`src/rtl/conv_1x1_mac_param.sv`:
```
// ============================================================================
//  Module      : conv_1x1_mac_param
//  Description : Parametrised serial 1x1 convolution MAC with ready handshake,
//                runtime stride-2 decimation and optional fused ReLU.
//  Revision    : 1.0 - initial release
// ============================================================================
`default_nettype none

module conv_1x1_mac_param #(
    parameter int DATA_WIDTH      = 16,
    parameter int FRAC_BITS       = 8,
    parameter int CHANNEL_NUM_IN  = 4,
    parameter int CHANNEL_NUM_OUT = 4,
    parameter int IMAGE_WIDTH     = 8,
    parameter int IMAGE_HEIGHT    = 8,
    parameter int ACC_WIDTH       = 2*DATA_WIDTH + $clog2(CHANNEL_NUM_IN) + 1
) (
    input  logic                         clk,
    input  logic                         reset,
    input  logic                         valid_weight_in,
    input  logic signed [DATA_WIDTH-1:0] weight_in,
    output logic                         weights_loaded,
    input  logic                         valid_in,
    input  logic signed [DATA_WIDTH-1:0] pxl_in,
    output logic                         ready_in,
    input  logic                         stride2,
    input  logic                         relu_en,
    output logic signed [DATA_WIDTH-1:0] pxl_out,
    output logic                         valid_out
);

    localparam int NUM_W = CHANNEL_NUM_IN * CHANNEL_NUM_OUT;
    localparam int K_W   = (NUM_W > 1) ? $clog2(NUM_W) : 1;
    localparam int IC_W  = (CHANNEL_NUM_IN > 1) ? $clog2(CHANNEL_NUM_IN) : 1;
    localparam int COL_W = $clog2(IMAGE_WIDTH);
    localparam int ROW_W = $clog2(IMAGE_HEIGHT);

    localparam logic [K_W-1:0]   K_LAST   = K_W'(NUM_W - 1);
    localparam logic [IC_W-1:0]  IC_LAST  = IC_W'(CHANNEL_NUM_IN - 1);
    localparam logic [COL_W-1:0] COL_LAST = COL_W'(IMAGE_WIDTH - 1);
    localparam logic [ROW_W-1:0] ROW_LAST = ROW_W'(IMAGE_HEIGHT - 1);

    localparam logic signed [ACC_WIDTH-1:0] SAT_MAX =
        {{(ACC_WIDTH-DATA_WIDTH+1){1'b0}}, {(DATA_WIDTH-1){1'b1}}};
    localparam logic signed [ACC_WIDTH-1:0] SAT_MIN =
        {{(ACC_WIDTH-DATA_WIDTH+1){1'b1}}, {(DATA_WIDTH-1){1'b0}}};

    typedef enum logic [1:0] {
        S_LOAD_W  = 2'd0,
        S_FILL    = 2'd1,
        S_COMPUTE = 2'd2
    } state_t;

    state_t                        state_q;
    logic                          weights_loaded_q;
    logic [K_W-1:0]                k_q;
    logic [IC_W-1:0]               ic_q;
    logic [COL_W-1:0]              col_q;
    logic [ROW_W-1:0]              row_q;
    logic                          stride2_lat_q;
    logic                          relu_lat_q;
    logic signed [ACC_WIDTH-1:0]   acc_q;
    logic signed [DATA_WIDTH-1:0]  pxl_out_q;
    logic                          valid_out_q;

    logic signed [DATA_WIDTH-1:0]  wmem_q [NUM_W];
    logic signed [DATA_WIDTH-1:0]  pbuf_q [CHANNEL_NUM_IN];

    // k_q indexes weights during load and walks w[oc][ic] flat during compute
    always_ff @(posedge clk) begin
        if (state_q == S_LOAD_W && valid_weight_in)
            wmem_q[k_q] <= weight_in;
        if (state_q == S_FILL && valid_in)
            pbuf_q[ic_q] <= pxl_in;
    end

    logic signed [2*DATA_WIDTH-1:0] prod;
    logic signed [ACC_WIDTH-1:0]    prod_ext;
    logic signed [ACC_WIDTH-1:0]    acc_d;
    logic signed [ACC_WIDTH-1:0]    scaled;
    logic signed [DATA_WIDTH-1:0]   sat_val;
    logic signed [DATA_WIDTH-1:0]   out_d;

    assign prod     = pbuf_q[ic_q] * wmem_q[k_q];
    assign prod_ext = {{(ACC_WIDTH-2*DATA_WIDTH){prod[2*DATA_WIDTH-1]}}, prod};
    assign acc_d    = (ic_q == '0) ? prod_ext : acc_q + prod_ext;
    assign scaled   = acc_d >>> FRAC_BITS;

    always_comb begin
        sat_val = scaled[DATA_WIDTH-1:0];
        if (scaled > SAT_MAX)
            sat_val = {1'b0, {(DATA_WIDTH-1){1'b1}}};
        else if (scaled < SAT_MIN)
            sat_val = {1'b1, {(DATA_WIDTH-1){1'b0}}};
    end

    assign out_d = (relu_lat_q && sat_val[DATA_WIDTH-1]) ? '0 : sat_val;

    logic accept;
    logic frame_start;
    logic stride_eff;
    logic keep;

    assign accept      = (state_q == S_FILL) && valid_in;
    assign frame_start = (col_q == '0) && (row_q == '0) && (ic_q == '0);
    // With one input channel the latch and the keep decision share a cycle
    assign stride_eff  = (accept && frame_start) ? stride2 : stride2_lat_q;
    assign keep        = !(stride_eff && (col_q[0] || row_q[0]));

    always_ff @(posedge clk or posedge reset) begin
        if (reset) begin
            state_q          <= S_LOAD_W;
            weights_loaded_q <= 1'b0;
            k_q              <= '0;
            ic_q             <= '0;
            col_q            <= '0;
            row_q            <= '0;
            stride2_lat_q    <= 1'b0;
            relu_lat_q       <= 1'b0;
            acc_q            <= '0;
            pxl_out_q        <= '0;
            valid_out_q      <= 1'b0;
        end else begin
            valid_out_q <= 1'b0;
            case (state_q)
                S_LOAD_W: begin
                    if (valid_weight_in) begin
                        if (k_q == K_LAST) begin
                            k_q              <= '0;
                            state_q          <= S_FILL;
                            weights_loaded_q <= 1'b1;
                        end else begin
                            k_q <= k_q + 1'b1;
                        end
                    end
                end
                S_FILL: begin
                    if (accept) begin
                        if (frame_start) begin
                            stride2_lat_q <= stride2;
                            relu_lat_q    <= relu_en;
                        end
                        if (ic_q == IC_LAST) begin
                            ic_q <= '0;
                            if (col_q == COL_LAST) begin
                                col_q <= '0;
                                row_q <= (row_q == ROW_LAST) ? '0 : row_q + 1'b1;
                            end else begin
                                col_q <= col_q + 1'b1;
                            end
                            if (keep)
                                state_q <= S_COMPUTE;
                        end else begin
                            ic_q <= ic_q + 1'b1;
                        end
                    end
                end
                S_COMPUTE: begin
                    acc_q <= acc_d;
                    if (ic_q == IC_LAST) begin
                        ic_q        <= '0;
                        pxl_out_q   <= out_d;
                        valid_out_q <= 1'b1;
                    end else begin
                        ic_q <= ic_q + 1'b1;
                    end
                    if (k_q == K_LAST) begin
                        k_q     <= '0;
                        state_q <= S_FILL;
                    end else begin
                        k_q <= k_q + 1'b1;
                    end
                end
                default: state_q <= S_LOAD_W;
            endcase
        end
    end

    assign weights_loaded = weights_loaded_q;
    assign ready_in       = (state_q == S_FILL);
    assign pxl_out        = pxl_out_q;
    assign valid_out      = valid_out_q;

endmodule

`default_nettype wire

```
`config.mk`:
```
export PLATFORM = sky130hd
export DESIGN_NAME = conv_1x1_mac_param
export DESIGN_NICKNAME = d
export VERILOG_FILES = /design/src/rtl/conv_1x1_mac_param.sv
export SDC_FILE = /design/constraint.sdc
export NUM_CORES = 1
export LEC_CHECK = 0
export BUFFER_PORTS_ARGS = -buffer_cell sky130_fd_sc_hd__buf_2
export CAP_MARGIN = 5
export CORE_ASPECT_RATIO = 1.25
export CORE_MARGIN = 10
export CORE_UTILIZATION = 50
export CTS_BUF_LIST = sky130_fd_sc_hd__clkbuf_2
export CTS_CLUSTER_DIAMETER = 60
export DETAILED_ROUTE_END_ITERATION = 7
export PLACE_DENSITY = 0.72
export SYNTH_ARGS = -nofsm -noshare
export SYNTH_HDL_FRONTEND = slang
export SYNTH_SLANG_ARGS = --single-unit
```
`constraint.sdc`:
```
create_clock -name clk -period 10.9 [get_ports clk]
set_input_delay 1.635 -clock clk [delete_from_list [all_inputs] [get_ports clk]]
set_output_delay 1.635 -clock clk [all_outputs]
set_load 0.05 [all_outputs]
```
==> reports/qor.txt, run 1 <==
Crit path buffers/inverters: 6
clock sink total: 389
Placer Congestion: 0.940
syn_nets: 2748
Buffers on Ports: 56
number of synthesized register bits: 389
antenna violation net count after detailed routing: 0
slowest CP cell: o21ai_0
Setup crit end kind: register
FILL cells: 4620
ys async rst share: 17.7%
WHS Path Cells: 1
Overflow after GRT: 0
row count: 96
CTS tree: yes
Max Slew Vio Count: 0
Final Hold Viols: 0
count leader, synth: inv_1
Die X: 230 µm
largest net degree at the start of global routing: 70
DPL Wire Length: 49400 µm
Worst Hold Slack: 473 ps
Arr. time, crit path: 11470 ps
Crit path top cell by count: fa_1
Clock Latency Late Sink: 1140 ps
Residual DRC: 0
pre-CTS setup slack: 236 ps
fin crit period: 10500 ps
vias in the first global route: 19400
clock buffer depth: 3
Worst-Margin Slew: 1250 ps
outcome: finished clean
Starting Density: 50.4%
vias per cell: 5.61
Area Overhead vs Synth: 8.60%
Root Buffer: clkbuf_2
core area: 0.0549 mm²
# IOs: 57
crit start category: register
fmax: 95.3 MHz
total CTS buffers: 94
Fin Clk Skew: 84.7 ps
# Max-Cap Violations: 0
Setup-failing EPs final: 0
first-pass GRT wire length: 104000 µm
Initial DRC Count: 1364
EDFF count, synth: 320
CTS clock-pin slew for the worst setup and hold paths: 100 ps
CP required: 11880 ps
CP delay by family, top: adder cells
Worst slew margin: 17.0%
Yosys top cell by area: edfxtp_1
H-tree depth: 3
cells after synthesis: 2317
FF-to-FF path depth: 33
syn avg cell area: 11.9 µm²
final WL: 66200 µm
cell area after synthesis: 0.0277 mm²
post-placement cell area: 0.0290 mm²
drt first pass iters: 8
Setup WS post-layout: 402 ps
list of most frequent post-synthesis cells: inv_1 (336), edfxtp_1 (320), fa_1 (263), nand2_1 (240), nor2_1 (172)
slowest stage delay, CP: 770 ps
Synth cell types: 85
share of layout cells above drive strength 1: 17.1%
kind of critical path: reg -> reg
GRT Resource Usage Total: 20.3%
post-route cell area: 0.0301 mm²
Seq/Total Area, Yosys: 41.0%
Ys Warns: 0
cell depth of the worst setup path: 33
Hold/Removal Path Class: reg -> reg
die area: 0.0652 mm²
Nets: 2881
period utilization: 96.3%
predominant post-synthesis flop cell: edfxtp_1
Util after Layout: 54.8%
chip height: 283 µm
Synth area leaders: edfxtp_1 (35%), fa_1 (19%), dfrtp_1 (6.2%)
share of Yosys cell area claimed by the top area cell type: 34.7%
DR WL/cell: 20.3 µm
initial antenna violation count: 3
crit-path max FO: 15
vias after detailed routing: 18300
==> area by class of cell <==
type                       instances  area [µm²]  area share [%]
antenna                            4        10.0          0.0333
clock buffer                     122         611            2.03
clock inverter                    42         267           0.887
inverter                         336        1270            4.21
multi-input combinational       1502       14800            49.1
sequential                       389       11300            37.7
tap                              735         920            3.06
timing repair buffer             127         876            2.91
==> worst paths after layout <==
kind	from	endpoint	slack [ps]
worst max-delay path	k_q[0]$_DFFE_PP0P_	pxl_out[14]$_DFFE_PP0P_	400
worst min-delay path	weights_loaded$_DFFE_PP0P_	weights_loaded$_DFFE_PP0P_	470
worst max register to register	k_q[0]$_DFFE_PP0P_	pxl_out[14]$_DFFE_PP0P_	400
worst min register to register	weights_loaded$_DFFE_PP0P_	weights_loaded$_DFFE_PP0P_	470
max in group asynchronous	reset	k_q[1]$_DFFE_PP0P_	9440
min in group asynchronous	reset	weights_loaded$_DFFE_PP0P_	780
==> through the flow <==
step	std cells	TNS, ps
CTS	3241	0
floorplan	2317	0
detailed placement	3077	0
finish	3257	0
global route	3257	-107
global placement	3077	0
==> cells in the final DEF (no fill, tap or decap), drive strengths merged, types with 5 or more instances in the layout <==
cell    count
nor2b      13
a22oi      14
o21a       34
a21oi      70
nand3      10
nor3b       6
dfrtp      69
clkinv     37
o211ai      9
and2       57
nand2     240
inv       336
nand2b     13
and3        7
fa        263
a31oi      11
o21bai     11
a211oi     17
mux2       33
ha        130
mux2i      32
xnor2      43
nand4      14
buf       127
xor2       16
a221oi      5
o21ai     100
or3         7
nor2      172
nor3       22
mux4       73
edfxtp    320
clkbuf    122
a21o       26
==> metal layers <==
layer | part of all wire (%) | global-route usage, % | up-vias
li1 | - | - | 8231
met1 | 37 | 22.7 | 9292
met2 | 54 | 36.4 | 596
met3 | 5.0 | 3.37 | 165
met4 | 4.4 | 10.3 | 2
met5 | 0.014 | 0 | -
==> registers in the layout (all words and copies together), names as in the netlist <==
register,flops
state_q,2
wmem_q,256
pxl_out,16
acc_q,35
relu_lat_q,1
stride2_lat_q,1
pbuf_q,64
col_q,3
ic_q,2
valid_out,1
k_q,4
row_q,3
weights_loaded,1
==> what timing repair did <==
item,4_1_cts,5_1_grt
hold buffers,0,0
setup endpoints to repair,0,15
resized for setup,0,7
setup buffers,0,12
==> kinds of logic (layout without fill, tap and decap cells) <==
logic type	after synthesis	after routing	share of synthesized area, %
other	0	4	0
flip-flops	389	389	41.0
multiplexers	138	138	8.45
AND/OR/NAND/NOR	577	577	9.45
XOR/XNOR	59	59	1.92
AO/OA/AOI/OAI	335	335	8.48
buffers and inverters	426	627	5.86
adder cells (fa/ha/maj)	393	393	24.9
Power of run 1 is left out: the tool's default activity adds up to more than one toggle a clock period on the data nets, which glitch-free logic cannot reach.
==> inputs of run 2 (changes only) <==
Settings changed: CORE_MARGIN 10 to 2.
==> reports/qor.txt, run 2 (same netlist as run 1, synthesis figures left out) <==
outcome: finished clean
crit path launch: k_q[1]$_DFFE_PP0P_
Setup crit end kind: register
largest net degree at the start of global routing: 70 (unchanged)
vias in the first global route: 19800 (+2.0%)
CP delay by family, top: adder cells
slowest stage delay, CP: 750 ps (-20 ps)
drt first pass iters: 5 (-3)
most common cell after layout, fill and taps aside: inv_1
Fin Clk Skew: 113 ps (+28.8 ps)
hold endpoint: weights_loaded$_DFFE_PP0P_
vias after detailed routing: 18300 (-0.19%)
max FFs per register: 256 (unchanged)
row count: 96 (unchanged)
core area: 0.0548 mm² (-0.22%)
Hold/Removal Path Class: reg -> reg
# IOs: 57 (unchanged)
multi-input logic area: 0.0148 mm² (-0.12%)
RSZ-0062 raised after global routing: no
pre-CTS setup slack: -75.4 ps (-312 ps)
Initial DRC Count: 1363 (-0.073%)
Setup WS post-layout: 509 ps (+106 ps)
clock buffer depth: 3 (unchanged)
sequential cell area: 0.0113 mm² (unchanged)
Clock Latency Late Sink: 1110 ps (-30 ps)
Worst Hold Slack: 477 ps (+3.77 ps)
H-tree depth: 3 (unchanged)
share of layout cells above drive strength 1: 17.2% (+0.17 points)
die area: 0.0573 mm² (-12%)
biggest regs: wmem_q x256, pbuf_q x64, acc_q x35
# Max-Cap Violations: 0 (unchanged)
Biggest register: wmem_q
fin crit period: 10390 ps (-106 ps)
Arr. time, crit path: 11410 ps (-60 ps)
worst hold start: weights_loaded$_DFFE_PP0P_
Starting Density: 50.5% (+0.11 points)
Setup-failing EPs final: 0 (unchanged)
Die X: 214 µm (-6.9%)
post-placement cell area: 0.0290 mm² (about the same)
Max Slew Vio Count: 0 (unchanged)
crit-path max FO: 34 (+19)
first-pass GRT wire length: 104000 µm (+0.37%)
Placer Congestion: 0.935 (-0.53%)
Nets: 2873 (-0.28%)
reg-to-reg endpoint: pxl_out[0]$_DFFE_PP0P_
Worst slew margin: 17.7% (+0.70 points)
clock sink total: 389 (unchanged)
DPL Wire Length: 48200 µm (-2.3%)
Hold-fix buffers, CTS: 0 (unchanged)
slowest CP cell: dfrtp_4
Worst-Margin Slew: 1240 ps (-10.4 ps)
fmax: 96.2 MHz (+1.0%)
DR WL/cell: 20.0 µm (-1.9%)
Area Overhead vs Synth: 8.38%
reg2reg start: k_q[1]$_DFFE_PP0P_
CTS tree: yes
cell depth of the worst setup path: 33 (unchanged)
vias per cell: 5.61 (about the same)
GRT Resource Usage Total: 23.5% (+3.2 points)
FILL cells: 4631 (+0.24%)
Residual DRC: 0 (unchanged)
WHS Path Cells: 1 (unchanged)
antenna violation net count after detailed routing: 0 (unchanged)
chip height: 267 µm (-5.7%)
kind of critical path: reg -> reg
CTS clock-pin slew for the worst setup and hold paths: 100 ps (about the same)
total CTS buffers: 92 (-2.1%)
Reg2Reg Setup Slack: 510 ps (+110 ps)
period utilization: 95.3% (-0.98 points)
CP required: 11920 ps (+40 ps)
final WL: 64900 µm (-2.1%)
Buffers on Ports: 56 (unchanged)
Final Hold Viols: 0 (unchanged)
Root Buffer: clkbuf_2
crit start category: register
most frequent cells in the layout: inv_1 (334), edfxtp_1 (320), fa_1 (263), nand2_1 (240), nor2_1 (171)
Overflow after GRT: 0 (unchanged)
FF-to-FF path depth: 33 (unchanged)
initial antenna violation count: 4 (+1)
post-route cell area: 0.0300 mm² (-0.20%)
Crit path buffers/inverters: 7 (+1)
[run 2: changes by cell type in the layout (fill, tap and decap cells not counted), sizes merged]
cell and change:
bufinv -1, clkbuf +18, buf -6, diode +2
clkinv -20, clkinvlp +2
[run 2: cell type report]
cell class                 count  area share (%)
inverter                     336            4.22
antenna                        6          0.0500
clock inverter                23           0.551
timing repair buffer         121            2.79
sequential                   389            37.8
clock buffer                 140            2.34
tap                          735            3.07
multi-input combinational   1502            49.2
[run 2: timing repair]
| item | in CTS | in global routing |
|---|---|---|
| setup buffers | 0 | 7 |
| setup endpoints to repair | 7 | 15 |
| endpoints found under the hold margin | 0 | 0 |
| resized for setup | 1 | 7 |
[run 2: worst max-delay path by stage]
| stage | slack [ps] | endpoint |
|---|---|---|
| after global routing | 20 | pxl_out[0]$_DFFE_PP0P_ |
| after global placement | -40 | pxl_out[0]$_DFFE_PP0P_ |
| after floorplan | 350 | pxl_out[11]$_DFFE_PP0P_ |
| final | 510 | pxl_out[0]$_DFFE_PP0P_ |
| after CTS | 8 | pxl_out[0]$_DFFE_PP0P_ |
| after detailed placement | -80 | pxl_out[0]$_DFFE_PP0P_ |
[run 2: per-layer routing]
layer	routed length (µm)	GRT usage (%)	up-vias
li1	-	-	8234
met1	23600	26.5	9203
met5	21	0	-
met3	3480	3.77	203
met4	3260	12.0	4
met2	34600	43.0	607
[run 2: per-stage QoR]
stage	util [%]	std cells	setup TNS, ps
2_1_floorplan	-	2317	0
3_3_place_gp	53.0	3076	-144
3_5_place_dp	53.0	3076	-223
4_1_cts	54.6	3239	0
5_1_grt	54.8	3249	0
6_report	54.8	3252	0
Power of run 2 is left out for the same reason.
==> inputs of run 3 (changes only) <==
Settings changed: CELL_PAD_IN_SITES_DETAIL_PLACEMENT set to 1, CELL_PAD_IN_SITES_GLOBAL_PLACEMENT set to 2, CORE_UTILIZATION 50 to 42, PLACE_DENSITY 0.72 to 0.84.
==> reports/qor.txt, run 3 (same netlist as run 1, synthesis figures left out) <==
outcome: finished clean
clock sink total: 389 (unchanged)
fin crit period: 10570 ps (+179 ps)
Util after Layout: 46.6% (-8.2 points)
biggest regs: wmem_q x256, pbuf_q x64, acc_q x35
worst hold start: weights_loaded$_DFFE_PP0P_
FF-to-FF path depth: 38 (+15%)
crit-path max FO: 15 (-56%)
Clock Latency Late Sink: 1170 ps (+60 ps)
Initial DRC Count: 1065 (-22%)
Crit path buffers/inverters: 10 (+3)
fmax: 94.6 MHz (-1.7%)
reg-to-reg endpoint: pxl_out[8]$_DFFE_PP0P_
Setup crit end kind: register
RSZ-0062 raised after global routing: yes
vias after detailed routing: 18400 (+0.60%)
total CTS buffers: 97 (+5.4%)
share of layout cells above drive strength 1: 18.5% (+1.3 points)
Reg2Reg Setup Slack: 330 ps (-180 ps)
cell depth of the worst setup path: 38 (+15%)
Placer Congestion: 0.873 (-6.7%)
Biggest register: wmem_q
Worst Hold Slack: 472 ps (-4.30 ps)
reg2reg start: k_q[0]$_DFFE_PP0P_
Buffers on Ports: 56 (unchanged)
kind of critical path: reg -> reg
Residual DRC: 0 (unchanged)
Overflow after GRT: 0 (unchanged)
row count: 105 (+9.4%)
period utilization: 97.0% (+1.6 points)
most common cell after layout, fill and taps aside: inv_1
# Max-Cap Violations: 0 (unchanged)
clock buffer depth: 3 (unchanged)
Final Hold Viols: 0 (unchanged)
chip height: 291 µm (+9.0%)
CTS clock-pin slew for the worst setup and hold paths: 110 ps (about the same)
Max Slew Vio Count: 0 (unchanged)
FILL cells: 6975 (+51%)
Nets: 2894 (+0.73%)
hold endpoint: weights_loaded$_DFFE_PP0P_
antenna violation net count after detailed routing: 0 (unchanged)
largest net degree at the start of global routing: 70 (unchanged)
CTS tree: yes
Fin Clk Skew: 159 ps (+45.2 ps)
H-tree depth: 3 (unchanged)
final WL: 75500 µm (+16%)
Arr. time, crit path: 11640 ps (+230 ps)
GRT Resource Usage Total: 22.8% (-0.71 points)
slowest CP cell: mux4_2
DPL Wire Length: 56100 µm (+16%)
crit start category: register
Die X: 234 µm (+8.9%)
Starting Density: 42.3% (-8.2 points)
most frequent cells in the layout: inv_1 (332), edfxtp_1 (320), fa_1 (262), nand2_1 (240), nor2_1 (169)
Setup-failing EPs final: 0 (unchanged)
core area: 0.0654 mm² (+19%)
CP required: 11970 ps (+50 ps)
max FFs per register: 256 (unchanged)
Area Overhead vs Synth: 10.1%
post-route cell area: 0.0305 mm² (+1.6%)
Worst slew margin: 17.5% (-0.20 points)
first-pass GRT wire length: 118000 µm (+13%)
WHS Path Cells: 1 (unchanged)
Hold-fix buffers, CTS: 0 (unchanged)
# IOs: 57 (unchanged)
vias per cell: 5.41 (-3.5%)
drt first pass iters: 7 (+2)
slowest stage delay, CP: 590 ps (-160 ps)
CP delay by family, top: adder cells
Root Buffer: clkbuf_2
Crit path top cell by count: fa_1
die area: 0.0680 mm² (+19%)
Worst-Margin Slew: 1230 ps (-9.95 ps)
DR WL/cell: 22.3 µm (+12%)
vias in the first global route: 21000 (+6.2%)
initial antenna violation count: 5 (+1)
post-placement cell area: 0.0292 mm² (+0.48%)
Hold/Removal Path Class: reg -> reg
run 3: what timing repair did:
action                     4_1_cts  5_1_grt
setup endpoints to repair       13       15
buffers inserted                 3       22
pin swaps                        0        7
resized for setup                1       34
run 3: worst max path at each step:
stage / to / from
after floorplan: pxl_out[11]$_DFFE_PP0P_ / k_q[0]$_DFFE_PP0P_
after global placement: pxl_out[0]$_DFFE_PP0P_ / k_q[0]$_DFFE_PP0P_
after detailed placement: pxl_out[0]$_DFFE_PP0P_ / k_q[0]$_DFFE_PP0P_
after CTS: pxl_out[7]$_DFFE_PP0P_ / k_q[0]$_DFFE_PP0P_
after global routing: pxl_out[13]$_DFFE_PP0P_ / k_q[0]$_DFFE_PP0P_
final: pxl_out[8]$_DFFE_PP0P_ / k_q[0]$_DFFE_PP0P_
run 3: routing by layer:
layer / global-route usage, % / part of all wire, %
met1: 25.2 / 37
met2: 42.5 / 55
met3: 3.49 / 3.4
met4: 10.1 / 4.7
met5: 0 / 0.017
run 3: layout make-up:
cell class	count	area (µm²)	area share, %
Antenna cell	2	5.00	0.0164
Clock buffer	127	636	2.09
Clock inverter	42	282	0.924
Timing Repair Buffer	137	1020	3.33
Multi-Input combinational cell	1502	14900	48.8
Tap cell	856	1070	3.51
Sequential cell	389	11300	37.2
Inverter	336	1270	4.17
run 3: per-stage QoR:
step / TNS (ps) / setup WS [ps] / cells
floorplan: 0 / 354 / 2317
global placement: 0 / 34.6 / 3195
detailed placement: -1340 / -171 / 3195
CTS: 0 / 1.27 / 3367
global route: -167 / -41.3 / 3391
finish: 0 / 329 / 3391
Power of run 3 is left out for the same reason.
